<file path="src/rtl/hazard_unit_pkg.sv">
// hazard_unit_pkg: forwarding-select encodings and register-index defaults shared by the hazard unit
package hazard_unit_pkg;
  localparam int REG_AW_DEF = 5;
  localparam int ZERO_REG = 0;
  localparam logic [1:0] FWD_RF = 2'b00;
  localparam logic [1:0] FWD_WB = 2'b01;
  localparam logic [1:0] FWD_MEM = 2'b10;
endpackage

</file>
<file path="src/rtl/hazard_unit_fwd_sel.sv">
// hazard_fwd_sel: one Execute operand forward select (rs, rdm/rdw, regwritem/regwritew in; fwd out), Memory over Writeback, x0 never forwards
module hazard_fwd_sel
  import hazard_unit_pkg::*;
#(
  parameter int REG_AW = REG_AW_DEF
) (
  input  logic [REG_AW-1:0] rs,
  input  logic [REG_AW-1:0] rdm,
  input  logic [REG_AW-1:0] rdw,
  input  logic              regwritem,
  input  logic              regwritew,
  output logic [1:0]        fwd
);
  logic nz;
  always_comb begin
    nz = rs != REG_AW'(ZERO_REG);
    fwd = (nz && regwritem && rs == rdm) ? FWD_MEM :
          (nz && regwritew && rs == rdw) ? FWD_WB : FWD_RF;
  end
endmodule

</file>
<file path="src/rtl/hazard_unit.sv">
// hazard_unit: combinational forward/stall/flush control for the F/D/E/M/W pipeline plus stall/flush event counters (reset clears counters only; HAZARD_CNT_SAT_EN makes counters saturate instead of wrap)
module hazard_unit
  import hazard_unit_pkg::*;
#(
  parameter int REG_AW = REG_AW_DEF,
  parameter int CNT_W = 32
) (
  input  logic              clk,
  input  logic              reset,
  input  logic [REG_AW-1:0] rs1d,
  input  logic [REG_AW-1:0] rs2d,
  input  logic [REG_AW-1:0] rs1e,
  input  logic [REG_AW-1:0] rs2e,
  input  logic [REG_AW-1:0] rde,
  input  logic [REG_AW-1:0] rdm,
  input  logic [REG_AW-1:0] rdw,
  input  logic              regwritem,
  input  logic              regwritew,
  input  logic              resultsrce0,
  input  logic              pcsrce,
  output logic [1:0]        forwardae,
  output logic [1:0]        forwardbe,
  output logic              stallf,
  output logic              stalld,
  output logic              flushd,
  output logic              flushe,
  output logic [CNT_W-1:0]  stallcnt,
  output logic [CNT_W-1:0]  flushcnt
);
`ifdef HAZARD_CNT_SAT_EN
  localparam bit SAT = 1'b1;
`else
  localparam bit SAT = 1'b0;
`endif
  logic lwstall;
  hazard_fwd_sel #(.REG_AW(REG_AW)) u_fwd_a (
    .rs(rs1e), .rdm(rdm), .rdw(rdw), .regwritem(regwritem), .regwritew(regwritew), .fwd(forwardae)
  );
  hazard_fwd_sel #(.REG_AW(REG_AW)) u_fwd_b (
    .rs(rs2e), .rdm(rdm), .rdw(rdw), .regwritem(regwritem), .regwritew(regwritew), .fwd(forwardbe)
  );
  always_comb begin
    lwstall = resultsrce0 && rde != REG_AW'(ZERO_REG) && (rs1d == rde || rs2d == rde);
    stallf = lwstall;
    stalld = lwstall;
    flushd = pcsrce;
    flushe = lwstall || pcsrce;
  end
  always_ff @(posedge clk) begin
    if (reset) begin
      stallcnt <= '0;
      flushcnt <= '0;
    end else begin
      if (stalld && !(SAT && &stallcnt)) stallcnt <= stallcnt + CNT_W'(1);
      if (flushd && !(SAT && &flushcnt)) flushcnt <= flushcnt + CNT_W'(1);
    end
  end
endmodule

</file>
<file path="config.mk">
export PLATFORM = sky130hd
export DESIGN_NAME = hazard_unit
export DESIGN_NICKNAME = d
export VERILOG_FILES = /design/src/rtl/hazard_unit_pkg.sv /design/src/rtl/hazard_unit_fwd_sel.sv /design/src/rtl/hazard_unit.sv
export SDC_FILE = /design/constraint.sdc
export NUM_CORES = 1
export LEC_CHECK = 0
export CELL_PAD_IN_SITES_DETAIL_PLACEMENT = 0
export CELL_PAD_IN_SITES_GLOBAL_PLACEMENT = 1
export CORE_MARGIN = 4
export CORE_UTILIZATION = 34
export DETAILED_ROUTE_END_ITERATION = 10
export HOLD_SLACK_MARGIN = 0.15
export PLACE_DENSITY_LB_ADDON = 0.15
export SLEW_MARGIN = 20
export SYNTH_ARGS = -nofsm -noshare
export SYNTH_HDL_FRONTEND = slang
export SYNTH_HIERARCHICAL = 1
export SYNTH_SLANG_ARGS = --single-unit
</file>
<file path="constraint.sdc">
create_clock -name clk -period 2.8 [get_ports clk]
set_input_delay 0.42 -clock clk [delete_from_list [all_inputs] [get_ports clk]]
set_output_delay 0.42 -clock clk [all_outputs]
set_load 0.05 [all_outputs]
</file>
==> results of run 1 <==
==> power groups by stage <==
stage	Clock, W	Sequential (W)	Combinational (W)
2_1_floorplan	0	0.000952	0.000108
3_3_place_gp	0	0.000940	0.000234
3_5_place_dp	0	0.000940	0.000236
4_1_cts	0.000939	0.000919	0.000236
5_1_grt	0.000975	0.000919	0.000253
6_report	0.000906	0.000919	0.000235
==> state kept, by name, summed over array words and instances, names as in the netlist <==
register	flops
stallcnt	32
flushcnt	32
==> cell type report <==
type                            count  share of cell area
Timing Repair Buffer              122               0.244
Tap cell                          136              0.0333
Clock buffer                       12              0.0303
Sequential cell                    64               0.251
Inverter                           10             0.00734
Clock inverter                      3              0.0127
Multi-Input combinational cell    337               0.421
==> through the flow <==
stage          cells  hold WS (ns)  utilization  worst slack [ns]  instance area, um^2
2_1_floorplan    437         0.664            -            0.0897                 3590
3_3_place_gp     669         0.465        0.476             0.200                 4890
3_5_place_dp     669         0.485        0.476             0.152                 4890
4_1_cts          684         0.494        0.497             0.180                 5110
5_1_grt          684         0.523        0.497             0.114                 5110
6_report         684         0.491        0.497             0.196                 5110
==> per-layer routing <==
| layer | global-route usage | vias to the layer above | part of all wire |
|---|---|---|---|
| met5 | 0 | - | 0 |
| met4 | 0.0517 | 0 | 0.011 |
| met3 | 0.0570 | 12 | 0.069 |
| met2 | 0.260 | 95 | 0.47 |
| met1 | 0.210 | 1653 | 0.45 |
| li1 | - | 1820 | - |
==> logic make-up (layout without fill, tap and decap cells) <==
family	count (synthesis)	after routing	synth area share
buffers and inverters	36	147	0.0437
adder cells (fa/ha/maj)	2	2	0.00700
flip-flops	64	64	0.358
AO/OA/AOI/OAI	71	71	0.126
multiplexers	3	3	0.00910
XOR/XNOR	58	58	0.142
AND/OR/NAND/NOR	203	203	0.314
==> cell usage in the layout, fill, tap and decap left out, drive strengths merged, types with 2 or more instances in the layout <==
| master | count |
|---|---|
| nand3 | 30 |
| nand2 | 29 |
| xnor2 | 44 |
| and3b | 2 |
| o31ai | 21 |
| clkdlybuf4s50 | 104 |
| nand4 | 13 |
| mux2 | 2 |
| and4 | 7 |
| a311oi | 2 |
| xor2 | 14 |
| a21oi | 31 |
| inv | 10 |
| dfxtp | 64 |
| nor2b | 4 |
| nor3 | 13 |
| or3 | 7 |
| o21ai | 7 |
| nor2 | 43 |
| clkbuf | 12 |
| and3 | 3 |
| o41ai | 4 |
| nor4 | 15 |
| or2 | 2 |
| ha | 2 |
| a31o | 2 |
| bufinv | 2 |
| or4b | 4 |
| or4 | 27 |
| buf | 18 |
| a2111oi | 2 |
| and2 | 3 |
==> worst min path at each step <==
stage	startpoint	endpoint	slack (ns)	cells past startpoint
after global routing	stallcnt[31]$_SDFFE_PP0P_	stallcnt[31]$_SDFFE_PP0P_	0.52	2
after detailed placement	stallcnt[31]$_SDFFE_PP0P_	stallcnt[31]$_SDFFE_PP0P_	0.48	2
after global placement	stallcnt[31]$_SDFFE_PP0P_	stallcnt[31]$_SDFFE_PP0P_	0.46	2
after CTS	stallcnt[31]$_SDFFE_PP0P_	stallcnt[31]$_SDFFE_PP0P_	0.49	2
after floorplan	reset	stallcnt[6]$_SDFFE_PP0P_	0.66	2
final	stallcnt[31]$_SDFFE_PP0P_	stallcnt[31]$_SDFFE_PP0P_	0.49	2
==> cell usage after synthesis, drive strengths merged <==
cell | number | area (um^2)
o31ai | 21 | 158
and3b | 2 | 17.5
nor3 | 13 | 65.1
or4b | 4 | 40.0
a31o | 2 | 17.5
nor4 | 15 | 93.8
o41ai | 4 | 35.0
mux2i | 1 | 10.0
or4 | 27 | 203
a2111oi | 2 | 17.5
o22a | 1 | 8.76
xnor2 | 44 | 385
a21oi | 31 | 155
o22ai | 1 | 6.26
inv | 10 | 37.5
nand4 | 13 | 81.3
and2 | 3 | 18.8
mux2 | 2 | 22.5
and4 | 7 | 63.8
nor2b | 4 | 25.0
clkbuf | 17 | 63.8
o21ai | 7 | 35.0
or2 | 2 | 12.5
nand2 | 29 | 109
nor2 | 43 | 161
and3 | 3 | 18.8
xor2 | 14 | 123
nand3 | 30 | 155
a311oi | 2 | 17.5
nand2b | 1 | 13.8
dfxtp | 64 | 1280
buf | 9 | 55.0
ha | 2 | 25.0
or3 | 7 | 43.8
==> worst max-delay path, delay by kind of cell <==
family | cells | cell delay [ns]
buffers and inverters | 2 | 0.66
and+or+nand+nor | 3 | 0.94
AOI/OAI and AO/OA | 1 | 0.17
==> impl_metrics.json, run 1 <==
{
  "cts_setup_buffers": 0,
  "diodes": 0,
  "max_freq_mhz": 384,
  "chipHeight_um": 111,
  "drtPass1Iterations": 4,
  "grt_pass1_wl_um": 16900,
  "critPathMaxStageDelay_ns": 0.59,
  "drv_cap": 0,
  "hold_class": "reg2reg",
  "crit_slowest_cell": "or4_1",
  "path_class": "in2out",
  "startpoint": "rde[1]",
  "rows": 37,
  "syn2layout_area_growth_pct": 43.0,
  "drt_iter0_drc": 236,
  "path_clk_slew_ns": 0.07,
  "avgSynthCellArea_um2": 8.18,
  "drive_gt1_frac": 0.0803,
  "cts_htree_levels": 3,
  "crit-reg2reg-launch": "stallcnt[0]$_SDFFE_PP0P_",
  "start_util": 0.348,
  "internal-power_w": 0.00157,
  "p_clk_frac": 0.440,
  "num_vias": 3580,
  "p_comb_frac": 0.114,
  "rsz0062_at_grt": "false",
  "gp_congestion": 0.801,
  "p_sw_w": 0.000492,
  "r2r-end": "stallcnt[28]$_SDFFE_PP0P_",
  "seq_area_frac_synth": 0.358,
  "syn_nets": 480,
  "critPathLaunchType": "input pin",
  "dpl.hpwl_um": 7250,
  "yosys_warnings": 6,
  "synth_seq_cells": 64,
  "r2r_cells": 7,
  "cts_sinks": 64,
  "tns_ns": 0,
  "final-setup-viol-count": 0,
  "fin_skew_ns": 0.0112,
  "die_area_um2": 12200,
  "wire_per_inst_um": 14.6,
  "worstMarginPinSlew_ns": 0.684,
  "r2r_slack_ns": 0.36,
  "total_power_w": 0.00206,
  "insertion_delay_ns": 0.35,
  "clockBufferDepth": 2,
  "report.final.slew_viol_count": 0,
  "port_buffers": 112,
  "drt-total-wl_um": 10000,
  "multi_input_area_um2": 2150,
  "grt_usage": 0.164,
  "grt_max_degree": 49,
  "seq_power_share": 0.446,
  "overflow": 0,
  "root_buffer": "clkbuf_8",
  "ios": 113,
  "fillerInstances": 1037,
  "status": "finished clean",
  "register_area_um2": 1280,
  "detail-route-antenna-nets": 0,
  "vdd_drop_max_v": 0.000212,
  "period_share": 0.930,
  "slew_headroom": 0.544,
  "synth_area_um2": 3580,
  "cts_buffers": 9,
  "cp-endpoint": "flushe",
  "min_period_ns": 2.60,
  "power.leakage_nw": 1.54,
  "arrival_ns": 2.18,
  "die_width_um": 111,
  "avgViaCountPerCell": 5.23,
  "powerDensity_nw_per_um2": 403,
  "antenna_found_initial": 0,
  "cts_resized": 0,
  "hold_buffers": 0,
  "required_ns": 2.38,
  "netlist_instances": 437,
  "end_kind": "output pin",
  "core_region_area_um2": 10300,
  "hold_violations": 0,
  "cp_max_fo": 3,
  "grt_pass1_vias": 3393,
  "path_cells": "clkdlybuf4s50_1 -> or4_1 -> o21ai_2 -> nor2_1 -> or2_2 -> buf_4",
  "yosysUniqueCellTypes": 40,
  "cts_tree": "yes",
  "num-nets-final": 587,
  "switching_share": 0.239,
  "drc": 0
}
Note: power is estimated with default switching activity, not from simulation.
==> run 2, diff against run 1 <==
--- a/config.mk
+++ b/config.mk
@@ -5,7 +5,7 @@
 export SDC_FILE = /design/constraint.sdc
 export NUM_CORES = 1
 export LEC_CHECK = 0
-export CELL_PAD_IN_SITES_DETAIL_PLACEMENT = 0
+export CELL_PAD_IN_SITES_DETAIL_PLACEMENT = 1
 export CELL_PAD_IN_SITES_GLOBAL_PLACEMENT = 1
 export CORE_MARGIN = 4
 export CORE_UTILIZATION = 34
==> run 2 against run 1 <==
Effect of this change: setup slack got worse by 0.026 ns; sequential cell count did not move; non-clock buffer count unchanged; global-route usage rose by 1.6 points; critical endpoint unchanged; largest cell class unchanged; largest power group is now the clock network.
==> impl_metrics.json, run 2 (same netlist as run 1, synthesis figures left out) <==
{
  "status": "finished clean",
  "num-nets-final": 587,
  "cts_tree": "yes",
  "drt-total-wl_um": 11100,
  "cts_sinks": 64,
  "grt_pass1_wl_um": 18700,
  "path_class": "in2out",
  "overflow": 0,
  "r2r_cells": 7,
  "drv_cap": 0,
  "required_ns": 2.38,
  "p_comb_frac": 0.103,
  "grt_max_degree": 49,
  "clockBufferDepth": 2,
  "arrival_ns": 2.21,
  "period_share": 0.939,
  "hold_buffers": 0,
  "hold_class": "reg2reg",
  "cts_resized": 0,
  "cp_max_fo": 3,
  "hold-path-endpoint": "stallcnt[27]$_SDFFE_PP0P_",
  "slew_headroom": 0.537,
  "antenna_found_initial": 0,
  "worstHoldPathCells": 2,
  "final_cell_area_um2": 5180,
  "wire_per_inst_um": 16.2,
  "tns_ns": 0,
  "cts_htree_levels": 3,
  "hold_violations": 0,
  "insertion_delay_ns": 0.34,
  "internal-power_w": 0.00180,
  "holdCritStartpoint": "stallcnt[27]$_SDFFE_PP0P_",
  "start_util": 0.348,
  "path_clk_slew_ns": 0.07,
  "powerDensity_nw_per_um2": 446,
  "port_buffers": 112,
  "cts_buffers": 9,
  "gp_congestion": 0.801,
  "ios": 113,
  "crit-reg2reg-launch": "stallcnt[0]$_SDFFE_PP0P_",
  "post_dp_cell_area_um2": 4890,
  "die_width_um": 111,
  "num_vias": 3671,
  "p_sw_w": 0.000514,
  "power.leakage_nw": 1.57,
  "layout_commonest_cell": "clkdlybuf4s50_1",
  "rows": 37,
  "drtPass1Iterations": 4,
  "root_buffer": "clkbuf_8",
  "drc": 0,
  "mostFrequentLayoutCells": "clkdlybuf4s50_1 (104), dfxtp_1 (64), xnor2_1 (44), nor2_1 (43), a21oi_1 (31)",
  "seq_power_share": 0.397,
  "dpl.hpwl_um": 8150,
  "worstMarginPinSlew_ns": 0.695,
  "diodes": 0,
  "detail-route-antenna-nets": 0,
  "chipHeight_um": 111,
  "rsz0062_at_grt": "false",
  "switching_share": 0.222,
  "grt_usage": 0.180,
  "p_clk_frac": 0.499,
  "avgViaCountPerCell": 5.36,
  "drt_iter0_drc": 151,
  "report.final.slew_viol_count": 0,
  "cts_setup_buffers": 0,
  "die_area_um2": 12200,
  "r2r_slack_ns": 0.33,
  "min_period_ns": 2.63,
  "core_region_area_um2": 10300,
  "largestRegisters": "flushcnt: 32 flops, stallcnt: 32 flops",
  "end_kind": "output pin",
  "max_freq_mhz": 380,
  "grt_pass1_vias": 3725,
  "r2r-end": "stallcnt[26]$_SDFFE_PP0P_",
  "syn2layout_area_growth_pct": 45.0,
  "critPathLaunchType": "input pin",
  "vdd_drop_max_v": 0.000292,
  "final-setup-viol-count": 0,
  "drive_gt1_frac": 0.0838,
  "fin_skew_ns": 0.0141
}
[run 2: cell types whose count changed in the layout (fill, tap and decap cells not counted)]
cell,previous run,this run
clkinv_2,1,0
bufinv_16,2,5
clkbuf_1,1,0
clkinv_4,0,2
clkbuf_8,11,9
[run 2: area by class of cell]
type                       count  area [um^2]
fill                        1212         5090
multi-input combinational    337         2150
sequential                    64         1280
timing repair buffer         122         1250
tap                          136          170
clock inverter                 7          168
clock buffer                   9          124
inverter                      10         37.5
[run 2: stage by stage]
| stage | instances | utilization | hold slack (ns) | setup slack [ns] | power [W] |
|---|---|---|---|---|---|
| after floorplan | 437 | - | 0.664 | 0.0897 | 0.00106 |
| after global placement | 669 | 0.476 | 0.465 | 0.200 | 0.00117 |
| after detailed placement | 669 | 0.476 | 0.497 | 0.150 | 0.00118 |
| after CTS | 685 | 0.504 | 0.509 | 0.173 | 0.00235 |
| after global routing | 685 | 0.504 | 0.528 | 0.0809 | 0.00241 |
| final | 685 | 0.504 | 0.503 | 0.170 | 0.00231 |
[run 2: worst max path at each step]
stage | from | end | slack [ns] | depth (start not counted)
after floorplan | rde[4] | flushe | 0.09 | 6
final | rde[1] | flushe | 0.17 | 6
after CTS | rde[1] | flushe | 0.17 | 6
after global routing | rde[1] | flushe | 0.08 | 6
after global placement | rde[2] | stallcnt[29]$_SDFFE_PP0P_ | 0.20 | 7
after detailed placement | rde[1] | stallcnt[25]$_SDFFE_PP0P_ | 0.15 | 7
[run 2: routing by layer]
layer  wire, um  part of all wire  vias up  track usage
li1           -                 -     1812            -
met5          0                 0        -            0
met4        129             0.012        0       0.0369
met1       4940              0.44     1771        0.225
met3        573             0.052       11       0.0614
met2       5470              0.49       77        0.301
[run 2: critical path: stages]
cell and delay, ns:
clkdlybuf4s50_1 0.48, or4_1 0.58, o21ai_2 0.18, nor2_1 0.08, or2_2 0.27, buf_4 0.19
[run 2: power groups by stage]
stage | clock network, W | registers [W] | logic (W)
after floorplan | 0 | 0.000952 | 0.000108
after global placement | 0 | 0.000940 | 0.000234
after detailed placement | 0 | 0.000940 | 0.000241
after CTS | 0.00119 | 0.000919 | 0.000242
after global routing | 0.00123 | 0.000919 | 0.000258
final | 0.00115 | 0.000919 | 0.000239
